File: src/rtl/fpu_mul_iter.sv
// Iterative shift-add unsigned multiplier producing the full 2*WIDTH mantissa product.
// Optional macro FPU_MUL_EARLY_EXIT_EN: finish as soon as the remaining multiplier bits are zero.
module fpu_mul_iter #(
  parameter int WIDTH     = 24,
  parameter int STEP_BITS = 1
) (
  input  logic                 clk,
  input  logic                 rst_n,
  input  logic                 start_i,
  input  logic [WIDTH-1:0]     a_i,
  input  logic [WIDTH-1:0]     b_i,
  input  logic                 ack_i,
  output logic                 busy_o,
  output logic                 valid_o,
  output logic [2*WIDTH-1:0]   product_o
);

  localparam int N  = WIDTH / STEP_BITS;
  localparam int CW = $clog2(N + 1);

  if (WIDTH < 2 || (STEP_BITS != 1 && STEP_BITS != 2 && STEP_BITS != 4) ||
      (WIDTH % STEP_BITS) != 0) begin : g_bad_params
    $error("fpu_mul_iter: illegal WIDTH/STEP_BITS combination");
  end

  typedef enum logic [2:0] {
    S_IDLE, S_START, S_ADD, S_SHIFT, S_RESULT_SET, S_RESULT_VALID
  } state_e;

  state_e               state_q, state_d;
  logic [2*WIDTH-1:0]   mcand_q, mcand_d;
  logic [WIDTH-1:0]     mplier_q, mplier_d;
  logic [2*WIDTH-1:0]   acc_q, acc_d;
  logic [CW-1:0]        cnt_q, cnt_d;
  logic [2*WIDTH-1:0]   product_q, product_d;
  logic                 busy_q, busy_d;
  logic                 valid_q, valid_d;

  logic [WIDTH-1:0]     mplier_shifted;
  logic [2*WIDTH-1:0]   step_digit;

  assign mplier_shifted = mplier_q >> STEP_BITS;
  assign step_digit     = {{(2*WIDTH-STEP_BITS){1'b0}}, mplier_q[STEP_BITS-1:0]};

  // NOTE: sequential state uses non-blocking assignments so every flop samples pre-edge values.
  always_ff @(posedge clk) begin
    if (!rst_n) state_q <= S_IDLE;
    else        state_q <= state_d;
  end

  // NOTE: every combinational output gets a default first so no path can infer a latch.
  always_comb begin
    state_d = state_q;
    case (state_q)
      S_IDLE:         if (start_i) state_d = S_START;
      S_START:        state_d = S_ADD;
      S_ADD:          state_d = S_SHIFT;
      S_SHIFT: begin
`ifdef FPU_MUL_EARLY_EXIT_EN
        if (cnt_q == CW'(1) || mplier_shifted == '0) state_d = S_RESULT_SET;
`else
        if (cnt_q == CW'(1)) state_d = S_RESULT_SET;
`endif
        else state_d = S_ADD;
      end
      S_RESULT_SET:   state_d = S_RESULT_VALID;
      S_RESULT_VALID: if (ack_i) state_d = S_IDLE;
      default:        state_d = S_IDLE;
    endcase
  end

  always_comb begin
    mcand_d   = mcand_q;
    mplier_d  = mplier_q;
    acc_d     = acc_q;
    cnt_d     = cnt_q;
    product_d = product_q;
    case (state_q)
      S_IDLE: begin
        if (start_i) begin
          mcand_d  = {{WIDTH{1'b0}}, a_i};
          mplier_d = b_i;
          acc_d    = '0;
          cnt_d    = CW'(N);
        end
      end
      S_ADD: acc_d = acc_q + mcand_q * step_digit;
      S_SHIFT: begin
        mcand_d  = mcand_q << STEP_BITS;
        mplier_d = mplier_shifted;
        cnt_d    = cnt_q - CW'(1);
      end
      S_RESULT_SET: product_d = acc_q;
      default: ;
    endcase
    busy_d  = (state_d != S_IDLE);
    valid_d = (state_d == S_RESULT_VALID);
  end

  // NOTE: the datapath is cleared on reset too, so a reset mid-operation never leaks a partial result.
  always_ff @(posedge clk) begin
    if (!rst_n) begin
      mcand_q   <= '0;
      mplier_q  <= '0;
      acc_q     <= '0;
      cnt_q     <= '0;
      product_q <= '0;
      busy_q    <= 1'b0;
      valid_q   <= 1'b0;
    end else begin
      mcand_q   <= mcand_d;
      mplier_q  <= mplier_d;
      acc_q     <= acc_d;
      cnt_q     <= cnt_d;
      product_q <= product_d;
      busy_q    <= busy_d;
      valid_q   <= valid_d;
    end
  end

  assign busy_o    = busy_q;
  assign valid_o   = valid_q;
  assign product_o = product_q;

endmodule

File: config.mk
export PLATFORM = sky130hd
export DESIGN_NAME = fpu_mul_iter
export DESIGN_NICKNAME = d
export VERILOG_FILES = /design/src/rtl/fpu_mul_iter.sv
export SDC_FILE = /design/constraint.sdc
export NUM_CORES = 1
export LEC_CHECK = 0
export CAP_MARGIN = 20
export CORE_ASPECT_RATIO = 0.6
export CORE_MARGIN = 10
export CORE_UTILIZATION = 50
export CTS_CLUSTER_DIAMETER = 120
export DETAILED_ROUTE_END_ITERATION = 8
export PLACE_DENSITY = 0.68
export SETUP_SLACK_MARGIN = 0.02
export SLEW_MARGIN = 5
export SYNTH_ARGS = -nofsm -noshare
export SYNTH_HDL_FRONTEND = slang
export SYNTH_SLANG_ARGS = --single-unit
File: constraint.sdc
create_clock -name clk -period 4.15 [get_ports clk]
set_clock_uncertainty 0.1 [all_clocks]
set_input_delay 0.415 -clock clk [delete_from_list [all_inputs] [get_ports clk]]
set_output_delay 0.415 -clock clk [all_outputs]
set_load 0.01 [all_outputs]
==> metrics.cfg, run 1 <==
[finish]
fin_nets=1341
area_growth_pct=16.9
n_antenna_cell=0
fin_util_pct=59.9
final_cells=1517
drive_above_1_share_pct=5.60

[place]
place_congestion=0.918
dp.cells=1486
place.port_buffers=101
dpl.hpwl_um=19100
preCtsSetupSlack_ns=0.705

[clock_tree]
insertion_delay_ns=0.44
cts_root_buf=clkbuf_16
clock-sinks=178
cts_buffers=17
clkTransAtPathRegs_ns=0.07
hold_buffers=0
h-tree-depth=4
cts_resized=0
cts_tree=built
ctsLongestPathBuffers=2
post_cts_buffers=0

[drt]
drt-initial-drc-count=661
vias_per_cell=5.60
vias=8498
routed_wl_um=26400
firstDrtPassIters=5
ant_nets=0
drc=0
wl_per_cell_um=17.4

[die]
rows=39
die_x_um=201
fp.dieArea_um2=25800
io_pins=102
die_y_um=128
start_util_pct=51.3
core_um2=19100

[global_route]
grt_pass1_wl_um=42500
antenna_found_initial=0
grt_max_degree=102
gr-total-overflow=0
track_usage_pct=20.0
grt_pass1_vias=7857

[yosys]
synth_fp_nets=1288
ys_top_cells_by_area=dfxtp_1 36%, nand2_1 9.1%, ha_1 6.3%
synth_top_area_cell=dfxtp_1
ys_ff_latch=178
yosysWarnings=0
yosysSeqAreaShare_pct=36.3
synth.distinct_cells=81
ys.flop_type=dfxtp_1
synth_area_per_cell_um2=8.27
yosysTopAreaCellShare_pct=36.3
synth_area_um2=9800
synth_edf_count=0
synth_cells=1186
postSynth.asyncResetShare_pct=0

[sta]
grt_setup_unrepaired=no
hold_viol_final=0
period_needed_ns=3.47
fin_tns_setup_ns=0
worstMarginPinSlew_ns=1.05
min_period_over_period_pct=83.6
slew_viol_final=0
setup_slack_ns=0.681
max_freq_mhz=288
slew_headroom_pct=30.0
setup_viol=0

[power]
powerDensity_nw_per_um2=334
ir_drop_mv=0.293
finalPower_mw=3.82
p_leak_nw=4.79

[critical_path]
crit_type=flip-flop to flip-flop
start_kind=flip-flop
slowest_stage=a311oi_1
critical-path-top-delay-family=compound AO/OA/AOI/OAI gates
worst_ep_required_time_ns=4.36
cpMostUsedCell=a21oi_1
cp_cell_sequence=buf_4 -> and2_1 -> ha_1 -> fa_1 -> a21oi_1 -> o21ai_1 -> a311oi_1 -> o31ai_1 -> a31oi_1 -> nor3_1 -> a21oi_1 -> xor2_1 -> o21ai_0
arrival_ns=3.68
crit_path_end_kind=flip-flop
max_stage_delay_ns=0.59
critPathBufInv=1
path_max_fanout=20

[run_status]
outcome=completed

[job]
maxCapViolations=0

[worst_hold_path]
holdCritPathClass=flip-flop to flip-flop

-- sequential cells by signal, indices dropped and copies added (netlist names) --
| signal | flops |
|---|---|
| state_q | 3 |
| cnt_q | 5 |
| mplier_q | 24 |
| acc_q | 48 |
| product_o | 48 |
| valid_o | 1 |
| mcand_q | 48 |
| busy_o | 1 |
-- final cells by class --
type	count	area, µm²
clock buffers	23	488
clock inverters	8	100
fillers	1784	7670
inverters	13	48.8
multi-input cells	915	5820
flip-flops and latches	178	3560
well taps	266	333
repair buffers	114	1110
-- layer usage --
| metal | GRT usage (%) | vias up | part of all wire [%] |
|---|---|---|---|
| met5 | 0 | - | 0 |
| met4 | 4.70 | 0 | 0.92 |
| met3 | 5.59 | 18 | 7.0 |
| met2 | 27.0 | 228 | 38 |
| met1 | 30.2 | 3953 | 54 |
| li1 | - | 4299 | - |
-- cell usage in the layout (no fill, tap or decap), drive strengths merged, types with 4 or more instances in the layout --
cell type / synthesis / final
a2111oi: 4 / 4
a21boi: 52 / 52
a21o: 30 / 30
a21oi: 52 / 52
a22oi: 48 / 48
a31oi: 6 / 6
and2: 57 / 57
and3: 7 / 7
buf: 7 / 14
clkbuf: 71 / 23
clkdlybuf4s50: 1 / 100
clkinv: 0 / 4
dfxtp: 178 / 178
ha: 49 / 49
inv: 13 / 14
nand2: 237 / 237
nand3: 49 / 49
nand4: 10 / 10
nor2: 50 / 50
nor2b: 50 / 50
nor3: 6 / 6
o211a: 36 / 36
o21a: 4 / 4
o21ai: 51 / 51
o21bai: 8 / 8
o221ai: 11 / 11
o31ai: 6 / 6
or3: 5 / 5
xnor2: 22 / 22
xor2: 20 / 20
-- cell usage after synthesis, drive strengths merged (20+ instances only) --
master / count
a21boi: 52
a21o: 30
a21oi: 52
a22oi: 48
and2: 57
clkbuf: 71
dfxtp: 178
ha: 49
nand2: 237
nand3: 49
nor2: 50
nor2b: 50
o211a: 36
o21ai: 51
xnor2: 22
xor2: 20
-- through the flow --
| stage | hold WS (ns) | area, µm² |
|---|---|---|
| final | 0.361 | 11500 |
| after global routing | 0.383 | 11500 |
| after CTS | 0.365 | 11500 |
| after floorplan | 0.343 | 9800 |
| after global placement | 0.350 | 10900 |
| after detailed placement | 0.356 | 10900 |
-- where the power goes --
group	total [mW]	internal, mW	switching, mW
sequential	1.81	1.77	0.0418
combinational	0.393	0.162	0.232
clock	1.62	0.947	0.673
-- worst paths after layout --
| kind | cells after the start | from | endpoint | slack, ns |
|---|---|---|---|---|
| worst max register to register | 13 | mplier_q[0] | acc_q[32] | 0.68 |
| worst min-delay path | 2 | product_o[23] | product_o[23] | 0.36 |
| worst min register to register | 2 | product_o[23] | product_o[23] | 0.36 |
| worst max-delay path | 13 | mplier_q[0] | acc_q[32] | 0.68 |
-- logic make-up after synthesis --
family / count (synthesis) / share of synthesized area (%)
multiplexers: 3 / 0.306
AND/OR/NAND/NOR: 482 / 23.0
adder cells (fa/ha/maj): 50 / 6.46
XOR/XNOR: 42 / 3.75
AO/OA/AOI/OAI: 338 / 25.7
buffers and inverters: 93 / 4.39
flip-flops: 178 / 36.3
-- worst register-to-register path: cells and delay by family (launching register included) --
kind            cells  cell delay [ns]
compound gates      7             1.69
simple gates        2             0.26
flops               1             0.31
xor+xnor            1             0.16
buf+inv             1             0.19
fa+ha+maj           2             0.62
(Power assumes the default switching activity.)
==> inputs of run 2 (changes only) <==
Clock period 4.15 ns to 3.32 ns, I/O delays scaled along.
==> metrics.cfg, run 2 (synthesis results as in run 1) <==
[run_status]
outcome=completed

[sta]
worstMarginPinSlew_ns=0.786  ; -0.260 ns
hold_viol_final=0  ; unchanged
slew_viol_final=0  ; unchanged
setup_viol=0  ; unchanged
min_period_over_period_pct=94.8  ; +11 points
grt_setup_unrepaired=yes
setup_slack_ns=0.172  ; -0.509 ns
slew_headroom_pct=47.5  ; +17 points
fin_tns_setup_ns=0  ; unchanged
fin_hold_ws_ns=0.359  ; -0.00149 ns
period_needed_ns=3.15  ; -0.321 ns
max_freq_mhz=318  ; +10%

[clock_tree]
cts_tree=built
ctsLongestPathBuffers=2  ; unchanged
cts_root_buf=clkbuf_16
clock-sinks=178  ; unchanged
h-tree-depth=4  ; unchanged
hold_buffers=0  ; unchanged
cts_buffers=17  ; unchanged
insertion_delay_ns=0.44  ; about the same
clkTransAtPathRegs_ns=0.07  ; about the same

[drt]
wl_per_cell_um=16.9  ; -2.8%
ant_nets=0  ; unchanged
vias_per_cell=5.60  ; -0.11%
vias=8556  ; +0.68%
firstDrtPassIters=5  ; unchanged
routed_wl_um=25900  ; -2.0%
drt-initial-drc-count=715  ; +8.2%
drc=0  ; unchanged

[finish]
n_antenna_cell=0  ; unchanged
fin_area_um2=11600  ; +0.94%
final_cell_mix=236 x nand2_1, 177 x dfxtp_1, 100 x clkdlybuf4s50_1
mostFrequentLayoutCell=nand2_1
fin_util_pct=60.5  ; +0.56 points
final_cells=1529  ; +0.79%
nFillCells=1788  ; +0.22%
drive_above_1_share_pct=7.21  ; +1.6 points
fin_nets=1353  ; +0.89%
area_growth_pct=18.0

[place]
dpl_cell_area_um2=11000  ; +0.78%
place.port_buffers=101  ; unchanged
preCtsSetupSlack_ns=0.0229  ; -0.682 ns
dpl.hpwl_um=18900  ; -0.98%
dp.cells=1496  ; +0.67%
place_congestion=0.941  ; +2.5%

[power]
finalPower_mw=4.63  ; +21%
powerDensity_nw_per_um2=400  ; +20%
ir_drop_mv=0.377  ; +29%
p_leak_nw=4.83  ; +0.81%

[critical_path]
slowest_stage=or3_1
crit_path_end_kind=flip-flop
arrival_ns=3.41  ; -0.27 ns
crit_type=flip-flop to flip-flop
start_kind=flip-flop
max_stage_delay_ns=0.38  ; -0.21 ns
cp_cell_sequence=buf_12 -> and2_1 -> ha_1 -> a21o_1 -> o21bai_1 -> a221oi_2 -> o21bai_1 -> a31oi_1 -> o211ai_1 -> or3_1 -> a21boi_1 -> mux2i_1
path_max_fanout=29  ; +45%
cpMostUsedCell=o21bai_1
worst_ep_required_time_ns=3.58  ; -0.78 ns

[job]
maxCapViolations=0  ; unchanged

[global_route]
track_usage_pct=19.8  ; -0.18 points
grt_pass1_vias=8047  ; +2.4%
grt_pass1_wl_um=42600  ; +0.15%
gr-total-overflow=0  ; unchanged
antenna_found_initial=0  ; unchanged
grt_max_degree=85  ; -17%

[worst_hold_path]
holdCritPathClass=flip-flop to flip-flop

[die]
die_x_um=201  ; unchanged
core_um2=19100  ; unchanged
die_y_um=128  ; unchanged
io_pins=102  ; unchanged
fp.dieArea_um2=25800  ; unchanged
rows=39  ; unchanged
start_util_pct=51.3  ; unchanged

-- run 2: final timing paths --
path / from / to / slack [ns] / depth (start not counted)
setup / recovery: mplier_q[0] / acc_q[47] / 0.17 / 12
hold / removal: product_o[28] / product_o[28] / 0.36 / 2
setup reg to reg: mplier_q[0] / acc_q[47] / 0.17 / 12
hold reg to reg: product_o[28] / product_o[28] / 0.36 / 2
-- run 2: per-layer routing --
layer	part of all wire, %	global-route usage (%)	up-vias
met5	0	0	-
met4	1.1	4.43	0
met3	7.4	4.81	21
met2	38	27.8	276
met1	53	29.7	3957
li1	-	-	4302
-- run 2: final cells by class --
cell class,count,area [µm²],share of cell area (%)
inverter,13,48.8,0.422
tap,266,333,2.88
clock buffer,20,447,3.86
timing repair buffer,126,1220,10.6
sequential,178,3560,30.8
clock inverter,11,81.3,0.703
multi-input combinational,915,5870,50.7
-- run 2: critical path, delay by kind of cell, from the launching register on --
family / cells / cell delay [ns]
fa+ha+maj: 1 / 0.29
mux: 1 / 0.21
flops: 1 / 0.36
simple gates: 2 / 0.55
buf+inv: 1 / 0.17
compound gates: 7 / 1.38
-- run 2: what timing repair did --
item,in CTS,in global routing
setup buffers,0,1
gates resized for setup,0,12
setup endpoints to repair,0,15
-- run 2: power by group --
| part | leakage, nW | total (mW) | internal, mW | switching [mW] |
|---|---|---|---|---|
| registers | 1.44 | 2.26 | 2.21 | 0.0550 |
| logic | 3.13 | 0.496 | 0.209 | 0.287 |
| clock network | 0.253 | 1.87 | 0.978 | 0.887 |
| total | 4.83 | 4.63 | 3.40 | 1.23 |
